===== src/rtl/mmm_operand_serializer_if.sv =====
// Bus between the MMM controller (master) and the operand serializer (slave).
// Carries the per-iteration enable, abort, load request, operand and the serial bit stream.
interface mmm_operand_serializer_if #(
  parameter int WIDTH = 8,
  parameter int CNT_W = 4
);
  // start is only looked at while the serializer is idle. ai is consumed on every
  // rising edge where ai_valid && en; en low holds ai and bit_idx. clr overrides both.
  logic             en;
  logic             clr;
  logic             start;
  logic [WIDTH-1:0] operand_a;
  logic             ai;
  logic             ai_valid;
  logic             busy;
  logic             done;
  logic [CNT_W-1:0] bit_idx;

  modport master (
    output en, clr, start, operand_a,
    input  ai, ai_valid, busy, done, bit_idx
  );

  modport slave (
    input  en, clr, start, operand_a,
    output ai, ai_valid, busy, done, bit_idx
  );
endinterface


===== src/rtl/mmm_operand_serializer.sv =====
// Parallel-in, serial-out operand feeder for the MMM datapath (IDLE -> SHIFT -> DONE).
// Define SER_MSB_FIRST_EN to present the operand MSB first instead of LSB first.
module mmm_operand_serializer #(
  parameter int WIDTH = 8,
  parameter int CNT_W = 4
) (
  input  logic                  clk,
  input  logic                  rst,
  mmm_operand_serializer_if.slave bus,
  output logic [1:0]            state_dbg
);

  typedef enum logic [1:0] {
    IDLE  = 2'd0,
    SHIFT = 2'd1,
    DONE  = 2'd2
  } state_t;

  localparam logic [CNT_W-1:0] LAST_IDX = CNT_W'(WIDTH - 1);

  state_t           state;
  logic [WIDTH-1:0] sr;
  logic [CNT_W-1:0] idx;
  logic [WIDTH-1:0] sr_next;
  logic             head_bit;

`ifdef SER_MSB_FIRST_EN
  assign sr_next  = sr << 1;
  assign head_bit = sr[WIDTH-1];
`else
  assign sr_next  = sr >> 1;
  assign head_bit = sr[0];
`endif

  always_ff @(posedge clk or posedge rst) begin
    if (rst) begin
      state <= IDLE;
      sr    <= '0;
      idx   <= '0;
    end else if (bus.clr) begin
      state <= IDLE;
      sr    <= '0;
      idx   <= '0;
    end else begin
      case (state)
        IDLE: begin
          if (bus.start) begin
            sr    <= bus.operand_a;
            idx   <= '0;
            state <= SHIFT;
          end
        end
        SHIFT: begin
          if (bus.en) begin
            sr <= sr_next;
            // The last bit leaves idx at WIDTH-1 so no wrapped index is ever shown.
            if (idx == LAST_IDX) state <= DONE;
            else                 idx   <= idx + CNT_W'(1);
          end
        end
        DONE: begin
          state <= IDLE;
          idx   <= '0;
        end
        default: begin
          state <= IDLE;
          idx   <= '0;
        end
      endcase
    end
  end

  // All outputs decode registered state only.
  assign bus.ai       = (state == SHIFT) ? head_bit : 1'b0;
  assign bus.ai_valid = (state == SHIFT);
  assign bus.busy     = (state == SHIFT) || (state == DONE);
  assign bus.done     = (state == DONE);
  assign bus.bit_idx  = idx;
  assign state_dbg    = state;

endmodule


===== src/flat_wrapper.sv =====
// flat-port wrapper written by rule: the top's interface ports become plain ports
module mmm_operand_serializer_flat 
#(
  parameter int WIDTH = 8,
  parameter int CNT_W = 4
)
  (clk, rst, state_dbg, bus_en, bus_clr, bus_start, bus_operand_a, bus_ai, bus_ai_valid, bus_busy, bus_done, bus_bit_idx);
  mmm_operand_serializer_if #(.WIDTH(WIDTH), .CNT_W(CNT_W)) bus_i ();
  input  logic clk;
  input  logic rst;
  output logic [1:0] state_dbg;
  input wire logic [$bits(bus_i.en)-1:0] bus_en;
  input wire logic [$bits(bus_i.clr)-1:0] bus_clr;
  input wire logic [$bits(bus_i.start)-1:0] bus_start;
  input wire logic [$bits(bus_i.operand_a)-1:0] bus_operand_a;
  output wire logic [$bits(bus_i.ai)-1:0] bus_ai;
  output wire logic [$bits(bus_i.ai_valid)-1:0] bus_ai_valid;
  output wire logic [$bits(bus_i.busy)-1:0] bus_busy;
  output wire logic [$bits(bus_i.done)-1:0] bus_done;
  output wire logic [$bits(bus_i.bit_idx)-1:0] bus_bit_idx;
  assign bus_i.en = bus_en;
  assign bus_i.clr = bus_clr;
  assign bus_i.start = bus_start;
  assign bus_i.operand_a = bus_operand_a;
  assign bus_ai = bus_i.ai;
  assign bus_ai_valid = bus_i.ai_valid;
  assign bus_busy = bus_i.busy;
  assign bus_done = bus_i.done;
  assign bus_bit_idx = bus_i.bit_idx;
  mmm_operand_serializer #(.WIDTH(WIDTH), .CNT_W(CNT_W)) u_core (.clk(clk), .rst(rst), .bus(bus_i), .state_dbg(state_dbg));
endmodule

===== config.mk =====
export PLATFORM = sky130hd
export DESIGN_NAME = mmm_operand_serializer_flat
export DESIGN_NICKNAME = d
export VERILOG_FILES = /design/src/rtl/mmm_operand_serializer_if.sv /design/src/rtl/mmm_operand_serializer.sv /design/src/flat_wrapper.sv
export SDC_FILE = /design/constraint.sdc
export NUM_CORES = 1
export LEC_CHECK = 0
export ABC_AREA = 1
export CAP_MARGIN = 10
export CORE_MARGIN = 4
export CORE_UTILIZATION = 51
export DETAILED_ROUTE_END_ITERATION = 8
export PLACE_DENSITY = 0.83
export SLEW_MARGIN = 15
export SYNTH_ARGS = -nofsm -noshare
export SYNTH_HDL_FRONTEND = slang
export SYNTH_SLANG_ARGS = --single-unit

===== constraint.sdc =====
create_clock -name clk -period 4.67 [get_ports clk]
set_clock_uncertainty 0.15 [all_clocks]
set_input_delay 1.401 -clock clk [delete_from_list [all_inputs] [get_ports clk]]
set_output_delay 1.401 -clock clk [all_outputs]
set_load 0.01 [all_outputs]

; ---- Word level (Yosys, flattened, before mapping)
; Index checks and enable logic that the tools add are counted.
[totals]
ff_bits = 14
input_bits = 13
output_inout_bits = 10
wordCells = 32
[op_classes]
n_addsub = 1
n_eq_ne = 7
mux = 15
reduce_logical = 6
[ops]
columns = operator, n
row1 = $mux 8, 3
row2 = $mux 4, 4
row3 = $pmux 8 s2, 1
row4 = $ne 3x3->1 const B, 3
row5 = $reduce_and 3->1, 3
row6 = $mux 2, 4
row7 = $pmux 4 s2, 1
row8 = $add 4x1->4 const B, 1
row9 = $eq 4x3->1 const B, 1
row10 = $pmux 2 s2, 1
row11 = $ne 3x2->1 const B, 1
row12 = $reduce_bool 3->1, 1
row13 = $eq 2x1->1 const B, 1
row14 = $eq 2x2->1 const B, 1
row15 = $logic_not 2->1, 1
row16 = $logic_or 1x1->1, 1
row17 = $mux 1, 1

; ---- Logic depth before layout (Yosys ltp)
; Gate-level depths: netlist (run 1).
[logic_depth]
word_depth = 5
mapped_depth = 10
ltp_nobuf = 10

; ---- Worst setup path before layout (run 1)
; Ideal clock, no wire load.
[synth_timing]
kind = reg-to-output
startpoint = register u_core.state[1] (netlist: u_core.state_dbg[1])
endpoint = output port bus_ai
arrival_ns = 0.873
t_required_ns = 3.119
path_slack_ns = 2.246
stages_incl_launch_ff = 5
n_path_buf = 0
cell_sequence = dfrtp_1 > inv_1 > ha_1 > nand2_1 > inv_1
[synth_between]
elab_chain_len = 2
[synth_lines]
columns = element, line
row1 = "start, declared", mmm_operand_serializer.sv:21  ; state_t state;
row2 = "start signal, assigned", mmm_operand_serializer.sv:37  ; state <= IDLE;
row3 = "start signal, assigned", mmm_operand_serializer.sv:41  ; state <= IDLE;
row4 = "start signal, assigned", mmm_operand_serializer.sv:50  ; state <= SHIFT;
row5 = $eq 2x1->1, mmm_operand_serializer.sv:74  ; assign bus.ai = (state == SHIFT) ? head_bit : 1'b0;
row6 = $mux 1, mmm_operand_serializer.sv:74
row7 = "end, declared", flat_wrapper.sv:16  ; output wire logic [$bits(bus_i.ai)-1:0] bus_ai;
; No other way between the ends.

; ---- Final worst setup path (run 1)
[layout_timing]
startpoint = register u_core.state[1] (netlist: u_core.state_dbg[1])
endpoint = output port bus_ai_valid
[layout_between]
elab_chain_len = 1
[layout_lines]
columns = element, line
row1 = $eq 2x1->1, mmm_operand_serializer.sv:75  ; assign bus.ai_valid = (state == SHIFT);
row2 = "end, declared", flat_wrapper.sv:17  ; output wire logic [$bits(bus_i.ai_valid)-1:0] bus_ai_valid;
; No other way between the ends.

==> results of run 1 <==
cell usage in the layout (no fill, tap or decap):
cell	netlist	final
clkbuf_4	0	3
clkbuf_8	0	1
clkdlybuf4s50_1	0	22
dfrtp_1	14	14
ha_1	6	6
inv_1	10	10
inv_2	5	5
nand2_1	33	33
nand2_2	3	3
nand2_4	2	2
nand3_1	11	11
nand3_2	2	2
nand4_1	1	1
nor2_1	20	20
nor2_2	2	2
o21ai_0	7	7
o21ai_1	3	3
o21ai_4	1	1
xnor2_1	1	1
sequential cells by signal, indices dropped and copies added, names as in the netlist:
signal,cells
u_core.bus.bit_idx,4
u_core.sr,8
u_core.state_dbg,2
per-layer routing:
layer | routed length, um | track usage
met1 | 885 | 0.241
met2 | 928 | 0.278
met3 | 134 | 0.0473
met4 | 28 | 0.0922
met5 | 0 | 0
logic make-up after synthesis:
family / synth area share
compound gates: 0.0732
xor+xnor: 0.00967
fa+ha+maj: 0.0829
buf+inv: 0.0787
flops: 0.387
simple gates: 0.369
through the flow:
stage	instance area, um2	power, W
floorplan	906	0.000391
global placement	1140	0.000483
detailed placement	1140	0.000492
CTS	1180	0.000581
global route	1180	0.000631
finish	1180	0.000576
power by group:
part	total, W	leakage, nW	switching [W]	internal (W)
combinational	0.000301	0.396	0.000175	0.000126
sequential	0.000186	0.186	0.0000269	0.000159
clock	0.0000894	0.0210	0.0000419	0.0000474
total	0.000576	0.603	0.000244	0.000332
area by class of cell:
type / instances / area, um2 / share of cell area
tap: 24 / 30.0 / 0.0255
multi-input combinational: 92 / 484 / 0.411
sequential: 14 / 350 / 0.298
clock buffer: 4 / 36.3 / 0.0308
timing repair buffer: 22 / 220 / 0.187
inverter: 15 / 56.3 / 0.0478
synthesized netlist by cell type, drive strengths merged:
master,instances,share of area
nand2,38,0.18
nor2,22,0.097
inv,15,0.062
dfrtp,14,0.39
nand3,13,0.083
o21ai,11,0.073
ha,6,0.083
buf,1,0.017
nand4,1,0.0069
xnor2,1,0.0097
how the worst max path moves through the flow:
| stage | from | depth (start not counted) | slack, ps | end |
|---|---|---|---|---|
| after global routing | u_core.state_dbg[1] | 3 | 1240 | bus_ai_valid |
| after floorplan | u_core.state_dbg[1] | 4 | 2250 | bus_ai |
| after CTS | u_core.state_dbg[1] | 3 | 1320 | bus_ai_valid |
| after global placement | u_core.state_dbg[1] | 3 | 1690 | bus_ai_valid |
| final | u_core.state_dbg[1] | 3 | 1330 | bus_ai_valid |
| after detailed placement | u_core.state_dbg[1] | 3 | 1650 | bus_ai_valid |
worst reg2reg max path, stage by stage, from the launching register on:
cell and delay (ps):
dfrtp_1 420, inv_1 130, ha_1 350, o21ai_1 160
o21ai_4 150, nand2_4 130, nand2_1 80, nand2_1 60
==> impl_metrics.yaml, run 1 <==
min_path:
  min_from: "u_core.sr[2]"
  hp-class: "reg2reg"
  holdPathStages: 2
  hold_end: "u_core.sr[2]"
sta:
  worst_pin_slew_ps: 547
  setup_viol: 0
  maxSlewViolCount: 0
  min_period_ps: 3340
  rsz0062_at_grt: "false"
  finalHoldViolations: 0
  min_period_over_period: 0.715
  slew_headroom: 0.635
  max_freq_mhz: 299
  hold_ws_ps: 330
  setup_ws_ps: 1330
  setup_tns_ps: 0
clocking:
  htreeDepth: 1
  cts_setup_buffers: 0
  clk_path_buf_depth: 2
  cts_resized: 0
  cts-root-buf: "clkbuf_4"
  cts_buffers: 3
  postCtsHoldBufs: 0
  cts_tree: "built"
  clock-sinks: 14
  path_clk_slew_ps: 90
  clock_latency_ps: 280
worst_setup_path:
  required_ps: 3120
  slowest_stage: "clkdlybuf4s50_1"
  arrival_ps: 1790
  rrSetupSlack_ps: 2920
  r2r_end: "u_core.sr[1]"
  path_buf_inv: 2
  crit_type: "reg2out"
  end_kind: "primary output"
  r2r_start: "u_core.state_dbg[1]"
  reg2reg_depth: 7
  max_stage_delay_ps: 600
  crit_family: "buffers and inverters"
  critPathLaunchType: "register"
  path_cells: "inv_1 -> ha_1 -> clkdlybuf4s50_1"
  cp_max_fo: 10
place:
  place_inst: 167
  detailed_place_hpwl_um: 1510
  routabilityCongestion: 0.815
  place_ws_ps: 1650
  portBuffers: 22
finish:
  final_core_util: 0.739
  fin_cells: 171
  drive_gt1_frac: 0.129
  syn_to_final_growth_pct: 30.0
  diodes: 0
  final_nets: 167
  fillCellCount: 127
yosys:
  yosys_warnings: 0
  synth_seq_cells: 14
  yosysSeqAreaShare: 0.387
  ys_types: 17
  netlist_area_um2: 906
  syn_area_per_cell_um2: 7.43
  syn-num-nets: 141
  synth_cells: 122
floorplanning:
  die_y_um: 50.1
  row_count: 14
  coreArea_mm2: 0.00159
  dieArea_mm2: 0.00251
  die_w_um: 50.1
  io_pins: 23
  initial_core_util: 0.568
routing:
  drtAntennaViolNets: 0
  first_iter_violations: 19
  drc: 0
  num_vias: 833
  wl_um: 1980
  firstDrtPassIters: 4
  wl_per_cell_um: 11.6
  avgViaCountPerCell: 4.87
power:
  powerDensity_mw_per_mm2: 489
  vdd_drop_max_mv: 0.366
  power_leakage_nw: 0.603
grt:
  grt_pass1_wl_um: 3480
  gr-total-overflow: 0
  grt_max_degree: 15
  grt_pass1_vias: 786
  grt_use_total: 0.183
  antenna_found_initial: 0
outcome:
  status: "finished, final reports clean"
job:
  maxCapViolations: 0
(Power assumes the default switching activity.)
==> run 2: changes to the inputs <==
--- a/config.mk
+++ b/config.mk
@@ -8,9 +8,9 @@
 export ABC_AREA = 1
 export CAP_MARGIN = 10
 export CORE_MARGIN = 4
-export CORE_UTILIZATION = 51
+export CORE_UTILIZATION = 43
 export DETAILED_ROUTE_END_ITERATION = 8
-export PLACE_DENSITY = 0.83
+export PLACE_DENSITY = 0.74
 export SLEW_MARGIN = 15
 export SYNTH_ARGS = -nofsm -noshare
 export SYNTH_HDL_FRONTEND = slang
==> constraint.sdc (replaced) <==
create_clock -name clk -period 2.7 [get_ports clk]
set_clock_uncertainty 0.15 [all_clocks]
set_input_delay 0.81 -clock clk [delete_from_list [all_inputs] [get_ports clk]]
set_output_delay 0.81 -clock clk [all_outputs]
set_load 0.01 [all_outputs]
==> run 2 against run 1 <==
  * Clock power grew 72%
  * Register-to-register slack lost 1900 ps
  * Via count shrank 1.6%
  * Critical endpoint is now bus_busy
  * Combinational power grew 80%
  * First-iteration DRC count shrank 11%
  * Critical path type unchanged
  * Global-route usage shrank 1.5 points
  * Power grew 76%
  * Utilization shrank 14 points
  * Critical path depth is the same
  * Worst setup slack lost 1200 ps
  * Sequential power grew 72%
  * Sequential cell count is the same
==> impl_metrics.yaml, run 2 (synthesized netlist as in run 1, its figures left out) <==
grt:
  grt_use_total: 0.169
  grt_pass1_vias: 844
  grt_max_degree: 15
  antenna_found_initial: 0
  grt_pass1_wl_um: 3500
  gr-total-overflow: 0
sta:
  rsz0062_at_grt: "false"
  setup_tns_ps: 0
  min_period_ps: 2580
  min_period_over_period: 0.957
  finalHoldViolations: 0
  slew_headroom: 0.647
  maxSlewViolCount: 0
  worst_pin_slew_ps: 529
  max_freq_mhz: 387
  setup_viol: 0
finish:
  layout_common_cells: "33 x nand2_1, 22 x clkdlybuf4s50_1, 20 x nor2_1, 14 x dfrtp_1, 11 x nand3_1"
  syn_to_final_growth_pct: 32.0
  fillCellCount: 179
  regMostFlops: "u_core.sr"
  fin_cells: 176
  layout_commonest_cell: "nand2_1"
  largest_register_ffs: 8
  final_nets: 169
  diodes: 0
  drive_gt1_frac: 0.148
worst_setup_path:
  required_ps: 1740
  crit_type: "reg2out"
  end_kind: "primary output"
  reg2reg_depth: 7
  arrival_ps: 1620
  critPathLaunchType: "register"
  cp_max_fo: 5
floorplanning:
  row_count: 16
  die_w_um: 53.9
  coreArea_mm2: 0.00198
  dieArea_mm2: 0.00291
  initial_core_util: 0.457
  die_y_um: 53.9
  io_pins: 23
place:
  portBuffers: 22
  detailed_place_hpwl_um: 1440
  place_inst: 171
  routabilityCongestion: 0.779
routing:
  wl_per_cell_um: 11.1
  first_iter_violations: 17
  drc: 0
  wl_um: 1960
  firstDrtPassIters: 4
  avgViaCountPerCell: 4.66
  drtAntennaViolNets: 0
  num_vias: 820
clocking:
  clock_latency_ps: 290
  path_clk_slew_ps: 90
  clock-sinks: 14
  postCtsHoldBufs: 0
  clk_path_buf_depth: 2
  cts_tree: "built"
  htreeDepth: 1
  cts_buffers: 3
  cts-root-buf: "clkbuf_4"
power:
  power_leakage_nw: 0.614
  vdd_drop_max_mv: 0.589
  powerDensity_mw_per_mm2: 850
min_path:
  hp-class: "reg2reg"
  holdPathStages: 2
job:
  maxCapViolations: 0
outcome:
  status: "finished, final reports clean"
[run 2: cell types whose count changed in the layout (fill, tap and decap cells not counted)]
| cell | previous run | this run |
|---|---|---|
| buf_4 | 0 | 2 |
| inv_2 | 5 | 6 |
| inv_1 | 10 | 9 |
[run 2: metal layers]
metal | track usage | part of all wire | wire (um) | vias to the layer above
li1 | - | - | - | 433
met1 | 0.207 | 0.47 | 919 | 366
met2 | 0.276 | 0.46 | 906 | 17
met3 | 0.0249 | 0.044 | 86 | 4
met4 | 0.102 | 0.025 | 50 | 0
met5 | 0 | 0 | 0 | -
[run 2: cell type report]
cell class | instances | area [um2] | share of cell area
Timing Repair Buffer | 24 | 235 | 0.197
Sequential cell | 14 | 350 | 0.293
Clock buffer | 4 | 36.3 | 0.0303
Inverter | 15 | 56.3 | 0.0471
Tap cell | 27 | 33.8 | 0.0282
Multi-Input combinational cell | 92 | 484 | 0.405
[run 2: per-stage QoR]
stage	worst slack, ps	instance area [um2]	total power (W)	util	hold slack [ps]
2_1_floorplan	867	906	0.000675	-	292
3_3_place_gp	409	1150	0.000849	0.581	308
3_5_place_dp	373	1150	0.000858	0.581	309
4_1_cts	47.6	1190	0.00102	0.600	333
5_1_grt	8.37	1200	0.00112	0.604	368
6_report	116	1200	0.00102	0.604	327
[run 2: where the power goes]
part           switching (W)  internal (W)  leakage [nW]
Combinational       0.000311      0.000231         0.407
Clock              0.0000723     0.0000821        0.0210
Sequential         0.0000447      0.000275         0.186
Total               0.000428      0.000589         0.614
[run 2: worst paths after layout]
check                               startpoint           end  slack, ps
max                        u_core.state_dbg[0]      bus_busy        120
min                               u_core.sr[5]  u_core.sr[5]        330
max reg2reg                u_core.state_dbg[0]  u_core.sr[2]       1010
min reg2reg                       u_core.sr[5]  u_core.sr[5]        330
max in group asynchronous                  rst  u_core.sr[2]       1340
min in group asynchronous                  rst  u_core.sr[6]        700
[run 2: critical path, stage by stage (launching register included)]
cell and delay (ps):
dfrtp_1 420, inv_1 100, ha_1 280, clkdlybuf4s50_1 530
[run 2: timing repair]
action                                  4_1_cts  5_1_grt
setup buffers                                 0        1
endpoints found under the setup margin        0        1
resized for setup                             0        1
==> run 3: changes to the inputs <==
--- a/config.mk
+++ b/config.mk
@@ -8,9 +8,9 @@
 export ABC_AREA = 1
 export CAP_MARGIN = 10
 export CORE_MARGIN = 4
-export CORE_UTILIZATION = 43
+export CORE_UTILIZATION = 47
 export DETAILED_ROUTE_END_ITERATION = 8
-export PLACE_DENSITY = 0.74
+export PLACE_DENSITY = 0.77
 export SLEW_MARGIN = 15
 export SYNTH_ARGS = -nofsm -noshare
 export SYNTH_HDL_FRONTEND = slang
==> constraint.sdc (replaced) <==
create_clock -name clk -period 2.95 [get_ports clk]
set_clock_uncertainty 0.15 [all_clocks]
set_input_delay 0.885 -clock clk [delete_from_list [all_inputs] [get_ports clk]]
set_output_delay 0.885 -clock clk [all_outputs]
set_load 0.01 [all_outputs]
==> run 3 against run 2 <==
  * Clock power down 12%
  * Combinational power shrank 12%
  * Power is 11% lower
  * Critical path type unchanged
  * Critical endpoint is now bus_ai_valid
  * Largest cell class unchanged
  * Largest power group unchanged
==> impl_metrics.yaml, run 3 (synthesized netlist as in run 1, its figures left out) <==
worst_setup_path:
  end_kind: "primary output"
  reg2reg_depth: 7
  critPathLaunchType: "register"
  r2r_end: "u_core.sr[4]"
  r2r_start: "u_core.state_dbg[1]"
  rrSetupSlack_ps: 1220
  cp_max_fo: 10
  required_ps: 1920
  arrival_ps: 1760
  crit_type: "reg2out"
sta:
  min_period_ps: 2790
  setup_ws_ps: 157
  min_period_over_period: 0.947
  max_freq_mhz: 358
  finalHoldViolations: 0
  setup_tns_ps: 0
  maxSlewViolCount: 0
  worst_pin_slew_ps: 546
  setup_viol: 0
  rsz0062_at_grt: "false"
  slew_headroom: 0.635
power:
  vdd_drop_max_mv: 0.568
  power_leakage_nw: 0.603
  powerDensity_mw_per_mm2: 768
routing:
  wl_um: 1890
  drtAntennaViolNets: 0
  avgViaCountPerCell: 4.78
  wl_per_cell_um: 11.0
  drc: 0
  first_iter_violations: 7
  num_vias: 823
  firstDrtPassIters: 4
outcome:
  status: "finished, final reports clean"
finish:
  diodes: 0
  syn_to_final_growth_pct: 30.1
  drive_gt1_frac: 0.129
  multi_input_area_um2: 484
  final_nets: 167
  design_area_mm2: 0.00118
  final_core_util: 0.661
  layout_common_cells: "33 x nand2_1, 22 x clkdlybuf4s50_1, 20 x nor2_1, 14 x dfrtp_1, 11 x nand3_1"
  layout_commonest_cell: "nand2_1"
  fin_cells: 172
  fillCellCount: 153
  largest_register_ffs: 8
  regArea_um2: 350
  regMostFlops: "u_core.sr"
floorplanning:
  initial_core_util: 0.508
  coreArea_mm2: 0.00178
  die_w_um: 51.9
  die_y_um: 51.9
  io_pins: 23
  row_count: 15
  dieArea_mm2: 0.00269
clocking:
  cts_tree: "built"
  path_clk_slew_ps: 80
  htreeDepth: 1
  cts-root-buf: "clkbuf_4"
  clock_latency_ps: 270
  clock-sinks: 14
  postCtsHoldBufs: 0
  cts_resized: 0
  cts_setup_buffers: 0
  clk_path_buf_depth: 2
  cts_buffers: 3
min_path:
  hold_end: "u_core.sr[5]"
  min_from: "u_core.sr[5]"
  hp-class: "reg2reg"
  holdPathStages: 2
grt:
  grt_use_total: 0.161
  gr-total-overflow: 0
  grt_pass1_wl_um: 3310
  antenna_found_initial: 0
  grt_pass1_vias: 802
  grt_max_degree: 15
place:
  place_ws_ps: 443
  portBuffers: 22
  detailed_place_hpwl_um: 1460
  place_area_mm2: 0.00114
  place_inst: 168
  routabilityCongestion: 0.852
job:
  maxCapViolations: 0
[run 3: power by group]
part | leakage [nW] | total [W] | internal (W) | switching (W)
logic | 0.396 | 0.000475 | 0.000199 | 0.000276
registers | 0.186 | 0.000296 | 0.000252 | 0.0000443
clock network | 0.0210 | 0.000135 | 0.0000749 | 0.0000598
[run 3: worst max-delay path by stage]
stage / cells after the start / startpoint / slack (ps) / end
2_1_floorplan: 4 / u_core.state_dbg[1] / 1040 / bus_ai
3_3_place_gp: 3 / u_core.state_dbg[1] / 490 / bus_ai_valid
3_5_place_dp: 3 / u_core.state_dbg[1] / 440 / bus_ai_valid
4_1_cts: 3 / u_core.state_dbg[1] / 140 / bus_ai_valid
5_1_grt: 3 / u_core.state_dbg[1] / 30 / bus_ai_valid
6_report: 3 / u_core.state_dbg[1] / 160 / bus_ai_valid
[run 3: metal layers]
metal / up-vias / wire [um] / global-route usage
li1: 432 / - / -
met1: 370 / 895 / 0.211
met2: 19 / 883 / 0.272
met3: 2 / 96 / 0.0287
met4: 0 / 12 / 0.0393
met5: - / 0 / 0
[run 3: metrics by stage]
step | total power [W] | hold WS, ps
3_5_place_dp | 0.000775 | 313
5_1_grt | 0.000985 | 363
6_report | 0.000906 | 331
4_1_cts | 0.000915 | 335
2_1_floorplan | 0.000618 | 292
3_3_place_gp | 0.000763 | 306
[run 3: cell type report]
type                    instances  area share
multi-input cells              92       0.411
repair buffers                 22       0.187
flip-flops and latches         14       0.297
inverters                      15      0.0478
clock buffers                   4      0.0308
well taps                      25      0.0265
[run 3: worst max-delay path: stages, from the launching register on]
cell and delay, ps:
dfrtp_1 410, inv_1 130, ha_1 350, clkdlybuf4s50_1 600
